==> config.mk <==
export PLATFORM = sky130hd
export DESIGN_NAME = ifu_prefetch
export DESIGN_NICKNAME = d
export VERILOG_FILES = /design/src/rtl/ifu_pkg.sv /design/src/rtl/ifu_fetch_queue.sv /design/src/rtl/ifu_prefetch.sv
export SDC_FILE = /design/constraint.sdc
export NUM_CORES = 1
export LEC_CHECK = 0
export CORE_MARGIN = 2
export CORE_UTILIZATION = 60
export DETAILED_ROUTE_END_ITERATION = 10
export PLACE_DENSITY = 0.95
export SLEW_MARGIN = 10
export SYNTH_ARGS = -nofsm -noshare
export SYNTH_HDL_FRONTEND = slang
export SYNTH_SLANG_ARGS = --single-unit
==> constraint.sdc <==
create_clock -name clock -period 14.6 [get_ports clock]
set_input_delay 2.92 -clock clock [delete_from_list [all_inputs] [get_ports clock]]
set_output_delay 2.92 -clock clock [all_outputs]
set_load 0.02 [all_outputs]
==> src/rtl/ifu_pkg.sv <==
// Shared types and defaults for the instruction-fetch front end.
package ifu_pkg;

    localparam int          INST_W       = 32;
    localparam int          XLEN_DEF     = 64;
    localparam logic [63:0] RESET_PC_DEF = 64'h0000_0000_8000_0000;

    typedef enum logic [1:0] {
        IDLE = 2'd0,
        REQ  = 2'd1,
        WAIT = 2'd2,
        DROP = 2'd3
    } fetch_state_t;

    typedef struct packed {
        logic [INST_W-1:0]   inst;
        logic [XLEN_DEF-1:0] pc;
    } fq_entry_t;

endpackage

==> src/rtl/ifu_fetch_queue.sv <==
// Circular prefetch queue: up to LANES in-order pushes per cycle, one pop, synchronous flush.
module ifu_fetch_queue
    import ifu_pkg::*;
#(
    parameter int  DEPTH   = 4,
    parameter int  LANES   = 2,
    parameter type entry_t = fq_entry_t
) (
    input  logic                           clock,
    input  logic                           reset,
    input  logic                           flush,
    input  logic [$clog2(LANES+1)-1:0]     push_n,
    input  entry_t                         push_data [LANES],
    input  logic                           pop,
    output logic [$clog2(DEPTH+1)-1:0]     count,
    output entry_t                         head
);

    localparam int PW = (DEPTH > 1) ? $clog2(DEPTH) : 1;
    localparam int CW = $clog2(DEPTH + 1);

    entry_t          mem_q [DEPTH];
    logic [PW-1:0]   head_q, head_d;
    logic [PW-1:0]   tail_q, tail_d;
    logic [CW-1:0]   count_q, count_d;
    logic            do_pop;

    assign do_pop = pop && (count_q != '0);

    always_comb begin
        head_d  = head_q;
        tail_d  = tail_q;
        count_d = count_q;
        if (flush) begin
            head_d  = '0;
            tail_d  = '0;
            count_d = '0;
        end else begin
            if (do_pop) begin
                head_d = PW'((int'(head_q) + 1) % DEPTH);
            end
            tail_d  = PW'((int'(tail_q) + int'(push_n)) % DEPTH);
            count_d = CW'(int'(count_q) - int'(do_pop) + int'(push_n));
        end
    end

    always_ff @(posedge clock or posedge reset) begin
        if (reset) begin
            head_q  <= '0;
            tail_q  <= '0;
            count_q <= '0;
        end else begin
            head_q  <= head_d;
            tail_q  <= tail_d;
            count_q <= count_d;
        end
    end

    // Storage carries no reset; the head is masked whenever the queue is empty.
    always_ff @(posedge clock) begin
        if (!flush) begin
            for (int j = 0; j < LANES; j++) begin
                if (j < int'(push_n)) begin
                    mem_q[PW'((int'(tail_q) + j) % DEPTH)] <= push_data[j];
                end
            end
        end
    end

    assign count = count_q;
    assign head  = (count_q != '0) ? mem_q[head_q] : '0;

    push_fits_a: assert property (@(posedge clock) disable iff (reset)
        (int'(count_q) + int'(push_n) <= DEPTH))
        else $error("fetch queue overflow: count %0d push %0d", count_q, push_n);

endmodule

==> src/rtl/ifu_prefetch.sv <==
// Fetch FSM, PC tracking, bus alignment and lane unpacking feeding the prefetch queue.
// Handshakes: a transfer happens on a cycle where both valid and ready are high at the clock edge.
module ifu_prefetch
    import ifu_pkg::*;
#(
    parameter int              XLEN     = XLEN_DEF,
    parameter int              BUS_W    = 64,
    parameter int              DEPTH    = 4,
    parameter logic [XLEN-1:0] RESET_PC = XLEN'(RESET_PC_DEF)
) (
    input  logic              clock,
    input  logic              reset,
    input  logic              fetch_en,
    input  logic              redirect_valid,
    input  logic [XLEN-1:0]   redirect_pc,
    output logic              mem_req_valid,
    input  logic              mem_req_ready,
    output logic [XLEN-1:0]   mem_req_addr,
    input  logic              mem_resp_valid,
    input  logic [BUS_W-1:0]  mem_resp_data,
    output logic              inst_valid,
    input  logic              inst_ready,
    output logic [31:0]       inst,
    output logic [XLEN-1:0]   inst_pc,
    output fetch_state_t      dbg_state_o
);

    localparam int LANES = BUS_W / 32;
    localparam int OFF   = $clog2(BUS_W / 8);
    localparam int CW    = $clog2(DEPTH + 1);
    localparam int NW    = $clog2(LANES + 1);

    typedef struct packed {
        logic [INST_W-1:0] inst;
        logic [XLEN-1:0]   pc;
    } entry_t;

    fetch_state_t    state_q, state_d;
    logic [XLEN-1:0] fetch_pc_q, fetch_pc_d;
    logic [XLEN-1:0] aligned_pc;
    logic [CW-1:0]   count;
    logic [NW-1:0]   push_n;
    entry_t          push_data [LANES];
    entry_t          head;
    logic            pop, req_fire;
    int              start_lane, free_now, free_post;

    assign aligned_pc = {fetch_pc_q[XLEN-1:OFF], {OFF{1'b0}}};
    assign start_lane = int'(32'(fetch_pc_q[OFF-1:0] >> 2));
    assign req_fire   = (state_q == REQ) && mem_req_ready;
    assign pop        = inst_valid && inst_ready;
    assign free_now   = DEPTH - int'(count);
    assign free_post  = DEPTH - (int'(count) - int'(pop) + int'(push_n));

    always_ff @(posedge clock or posedge reset) begin
        if (reset) begin
            state_q    <= IDLE;
            fetch_pc_q <= RESET_PC;
        end else begin
            state_q    <= state_d;
            fetch_pc_q <= fetch_pc_d;
        end
    end

    // Redirect outranks everything; a response racing a redirect in WAIT is simply dropped.
    always_comb begin
        state_d    = state_q;
        fetch_pc_d = fetch_pc_q;
        case (state_q)
            IDLE: if (!redirect_valid && fetch_en && free_now >= LANES) state_d = REQ;
            REQ:  if (req_fire) state_d = redirect_valid ? DROP : WAIT;
            WAIT: begin
                if (redirect_valid) begin
                    state_d = mem_resp_valid ? IDLE : DROP;
                end else if (mem_resp_valid) begin
                    state_d    = (fetch_en && free_post >= LANES) ? REQ : IDLE;
                    fetch_pc_d = aligned_pc + XLEN'(BUS_W / 8);
                end
            end
            DROP: if (mem_resp_valid) state_d = IDLE;
            default: state_d = IDLE;
        endcase
        if (redirect_valid) begin
            fetch_pc_d = redirect_pc & ~XLEN'(3);
        end
    end

    always_comb begin
        mem_req_valid = 1'b0;
        push_n        = '0;
        dbg_state_o   = state_q;
        case (state_q)
            REQ:  mem_req_valid = 1'b1;
            WAIT: if (mem_resp_valid && !redirect_valid) push_n = NW'(LANES - start_lane);
            default: ;
        endcase
    end

    // Lanes below the entry lane are skipped; the rest are compacted to push slot 0 upward.
    always_comb begin
        for (int j = 0; j < LANES; j++) begin
            push_data[j] = '0;
            if (start_lane + j < LANES) begin
                push_data[j].inst = mem_resp_data[(start_lane + j) * INST_W +: INST_W];
                push_data[j].pc   = aligned_pc + XLEN'(4 * (start_lane + j));
            end
        end
    end

    ifu_fetch_queue #(
        .DEPTH   (DEPTH),
        .LANES   (LANES),
        .entry_t (entry_t)
    ) u_queue (
        .clock     (clock),
        .reset     (reset),
        .flush     (redirect_valid),
        .push_n    (push_n),
        .push_data (push_data),
        .pop       (pop),
        .count     (count),
        .head      (head)
    );

    assign mem_req_addr = aligned_pc;
    assign inst_valid   = (count != '0);
    assign inst         = head.inst;
    assign inst_pc      = head.pc;

endmodule
Word level (Yosys, flattened, before mapping)
Memories as Yosys holds them, arrays and structs flattened.
Index checks and enable logic that the tools add are counted.
Widths: inputs -> output; s select.
- register bits: 73
- latch bits: 0
- RAM bits: 384
- bits in read-only memories: 0
- output and inout bits: 164
- memories: 1
- memory list (name ; words ; width ; read ports ; clocked after Yosys merged registers in ; write ports ; line ; RTL):
    u_queue.mem_q ; 4 ; 96 ; 1 ; 0 ; 2 ; ifu_fetch_queue.sv:22 ; entry_t mem_q [DEPTH];
- $add $sub $neg: 15
- $mul: 0
- div/mod/pow operators: 0
- $lt $le $gt $ge: 6
- eq/ne operators: 7
- shift-type cells: 2
- mux-type cells: 28
- bitwise logic cells: 0
- reductions and logical operators: 15
- operator list (operator ; number):
    $mux 96 ; 3
    $mux 64 ; 3
    $add 64x3->64 ; 1
    $add 64x4->64 ; 1
    $add 64x4->64 const B ; 1
    $shiftx 64x7->32 ; 1
    $shiftx 64x8->32 ; 1
    $lt 32x3->1 const B ; 1
    $mux 2 ; 11
    $mux 1 ; 9
    $pmux 2 s4 ; 1
    $logic_and 1x1->1 ; 7
    $ge 6x3->1 const B ; 1
    $ne 2x2->1 const B ; 3
    $reduce_bool 2->1 ; 3
    $sub 4x5->6 const A ; 1
    $add 4x3->5 ; 1
    $add 1x1->2 const B ; 2
    $add 2x1->2 const B ; 2
    $eq 2x2->1 const B ; 2
    $ge 4x3->1 const B ; 1
    $lt 1x2->1 const A ; 2
    $reduce_and 4->1 ; 1
    $sub 3x1->4 ; 1
    other kinds (13) ; 13

Logic depth before layout (Yosys ltp)
- depth after elaboration: 12
- gate-level depth with buffers: 17
- mapped depth without buffers: 17

By module
From an unflattened synthesis, not the netlist that was laid out.
- cells, all modules: 1772
- area total of the unflattened synthesis: 25100.3 µm²
- modules (own cells, without submodules) (module ; times used ; cells an instance ; area each (µm²) ; seq. area each (µm²)):
    ifu_fetch_queue ; 1 ; 1087 ; 19553.8 ; 11706.2
    ifu_prefetch ; 1 ; 685 ; 5546.6 ; 1602.8

Worst setup path before layout
Ideal clock, no wire load.
- kind: input-to-reg
- start point: in redirect_valid
- end point: mem u_queue.mem_q[1][10] (netlist bit), enable pin
- library setup time: 0.681 ns
- arrival time: 10.030 ns
- data required time: 13.919 ns
- setup slack: 3.888 ns
- stages: 2
- buffers on the path: 0
- path through: nand4bb_1 > nor3b_1
- RTL lines (item ; line ; RTL):
    start, declared ; ifu_prefetch.sv:14 ; input logic redirect_valid,
    end, declared ; ifu_fetch_queue.sv:22 ;

Worst setup path in the final report
- start point: reg u_queue.head_q[1]
- end point: out inst_pc[41]
- longest elaborated chain between the ends: 2
- RTL lines (item ; line ; RTL):
    start, declared ; ifu_fetch_queue.sv:23 ; logic [PW-1:0] head_q, head_d;
    start signal, assigned ; ifu_fetch_queue.sv:49 ; head_q <= '0;
    start signal, assigned ; ifu_fetch_queue.sv:53 ; head_q <= head_d;
    $mem_v2 4x96 ; - ;
    $mux 96 ; ifu_fetch_queue.sv:71 ; assign head = (count_q != '0) ? mem_q[head_q] : '0;
    end, declared ; ifu_prefetch.sv:24 ; output logic [XLEN-1:0] inst_pc,
No other way between the ends.

==> flow_summary_export.csv <==
group,metric,value,unit
pwr,power,0.00406,W
pwr,power_frac_seq,38.6,%
clocking,cts_setup_buffers,0,
die,dieArea,40900,µm²
critical_path,critPathMaxFanout,58,
timing,setup_viol,0,
die,boundaryPins,299,
cells_and_area,antenna_cells,0,
clocking,cts_hold_repair.buffers,0,
critical_path,cp_data_required_time,11.68,ns
cells_and_area,fin_cells,2449,
yosys,async_reset_ff_share,15.9,%
clocking,path_clk_slew,0.06,ns
critical_path,crit_type,"register to output port",
cells_and_area,syn2layout_area_growth,15.7,%
clocking,numCtsBuffers,46,
flow_run,max_cap_violations,0,
pwr,p_int,0.00277,W
clocking,cts_buffer_depth,3,
clocking,cts_tree,"done",
global_route,track_usage,29.8,%
timing,setup_tns,0,ns
global_route,grt_first_pass_wirelength,92800,µm
routing,antenna_left,0,
yosys,yosys.area.top_type,"edfxtp_1",
routing,avgRoutedWirePerCell,24.9,µm
cells_and_area,finish.instance_area,27300,µm²
pwr,leakage,9.18,nW
critical_path,cp-startpoint,"u_queue.head_q[1]$_DFFE_PP0P_",
die,dieHeight,202,µm
yosys,synth_seq_area_share,55.4,%
cells_and_area,drive_above_1_share,18.6,%
die,row_count,72,
die,core-area,38700,µm²
pwr,irDropWorstVdd,0.000123,V
pwr,p_switching,0.00128,W
yosys,syn_inst,1853,
critical_path,cp-start-kind,"register",
clocking,root_buffer,"clkbuf_16",
cells_and_area,utilization,70.5,%
yosys,ys_top_cells_by_area,"edfxtp_1 48%, mux4_2 9.0%, dfrtp_1 7.4%",
worst_hold_path,min_path_type,"register to register",
yosys,ys_types,62,
placement,placed_area,25900,µm²
timing,rsz0062_at_grt,"false",
cells_and_area,fin_nets,2048,
routing,viasPerCell,6.39,
routing,vias,15600,
critical_path,worstPathArrival,3.50,ns
critical_path,critPathCaptureType,"output port",
timing,min_period,6.42,ns
yosys,synth_top_area_share,47.8,%
routing,wl,61000,µm
clocking,post_cts_resized,0,
placement,dp.cells,2365,
pwr,switching_share,31.6,%
timing,worst_pin_slew,1.24,ns
cells_and_area,mostFrequentLayoutCells,"376 x edfxtp_1, 290 x clkdlybuf4s50_1, 143 x nand2_1",
global_route,grt_overflow,0,
timing,skew,0.0233,ns
global_route,grt_max_degree,96,
cells_and_area,fillers,2460,
pwr,power.density,149,nW/µm²
run_status,outcome,"completed",
yosys,synth-seq-cells,447,
placement,gp_congestion,0.907,
pwr,p_comb_share,33.3,%
global_route,grt_pass1_vias,16100,
timing,min_period_over_period,43.9,%
routing,first_pass_iters,6,
timing,hold_viol,0,
critical_path,reg2reg_from,"fetch_pc_q[2]$_DFFE_PP0P_",
yosys,synthFlopType,"edfxtp_1",
cells_and_area,final_common_cell,"edfxtp_1",
routing,drc_errors,0,
placement,dpl.hpwl,38900,µm
die,die_x,202,µm
placement,port_buffers,291,
clocking,clock_latency,0.57,ns
yosys,yosysWarnings,0,
clocking,cts_sinks,447,
yosys,syn-cell-area,23600,µm²
pwr,clockPowerShare,28.1,%
die,start_util,60.9,%
worst_hold_path,hp-start,"fetch_pc_q[31]$_DFFE_PP1P_",
global_route,grt_antenna_before_repair,0,
timing,final-max-slew-violation-count,0,
yosys,synth_edf_count,376,
timing,relSlewSlack,17.4,%
routing,drt_iter0_drc,1712,
timing,clock.fmax,0.156,GHz
yosys,syn-mean-instance-area,12.7,µm²
clocking,htree_levels,2,
[flip-flops by register name, summed over array words and instances (netlist names)]
name and cells:
u_queue.mem_q 376, fetch_pc_q 62, u_queue.count 3, dbg_state_o 2
u_queue.head_q 2, u_queue.tail_q 2
[worst paths after layout]
path	end	cells past startpoint	slack [ns]
hold / removal	fetch_pc_q[31]$_DFFE_PP1P_	2	0.59
hold reg to reg	fetch_pc_q[31]$_DFFE_PP1P_	2	0.59
setup / recovery	inst_pc[41]	4	8.18
min in group asynchronous	fetch_pc_q[36]$_DFFE_PP0P_	3	2.98
max in group asynchronous	u_queue.head_q[0]$_DFFE_PP0P_	3	10.87
setup reg to reg	u_queue.mem_q[2][59]$_DFFE_PP_	8	10.73
[kinds of logic (layout without fill, tap and decap cells)]
kind of cell,count (synthesis),count (layout),synth area share (%)
muxes,233,233,15.6
buffers and inverters,346,420,6.96
other,1,5,0.0159
AOI/OAI and AO/OA,104,104,2.75
DFF,447,447,55.4
xor gates and xnor gates,145,145,5.38
adders and majority gates,18,18,1.02
and+or+nand+nor,559,559,12.9
[stage by stage]
step / hold WS, ns / setup slack, ns
after detailed placement: 0.572 / 8.20
after floorplan: 0.527 / 3.89
after global routing: 0.618 / 8.00
after global placement: 0.548 / 8.24
final: 0.591 / 8.18
after CTS: 0.580 / 8.11
[critical path, cell delays in order (launching register included)]
cell             delay [ns]
dfrtp_4                0.85
buf_4                  0.86
mux4_2                 0.36
and2_1                 0.21
clkdlybuf4s50_1        0.63
[synth_stat cells (31+ instances only)]
master    instances
dfrtp_1          70
nor3_1           42
nor2_1           86
edfxtp_1        376
o21ai_0          42
nand4_1          39
xnor2_1          45
nand3_1          31
and2_1           99
nand2_1         143
xor2_1          100
buf_4            75
clkbuf_1        191
mux4_2           94
mux2_2          133
buf_2            43
[layout make-up]
class | count | area [µm²] | area share, %
Clock inverter | 28 | 255 | 0.935
Tap cell | 518 | 648 | 2.37
Multi-Input combinational cell | 1064 | 8990 | 32.9
Inverter | 24 | 90.1 | 0.330
Timing Repair Buffer | 312 | 3070 | 11.2
Sequential cell | 447 | 13100 | 47.9
Clock buffer | 56 | 1190 | 4.35
[per-layer routing]
| metal | track usage [%] | wire [µm] | part of all wire, % |
|---|---|---|---|
| met1 | 38.5 | 22500 | 37 |
| met2 | 49.0 | 29500 | 48 |
| met3 | 5.84 | 6210 | 10 |
| met4 | 13.6 | 2700 | 4.4 |
| met5 | 0 | 0 | 0 |
[power groups by stage]
stage	clock network, W	registers [W]	logic, W
floorplan	0	0.00152	0.000896
global placement	0	0.00158	0.00134
detailed placement	0	0.00159	0.00136
CTS	0.00115	0.00157	0.00136
global route	0.00120	0.00158	0.00144
finish	0.00114	0.00157	0.00135
Power figures use the tool's default switching activity.
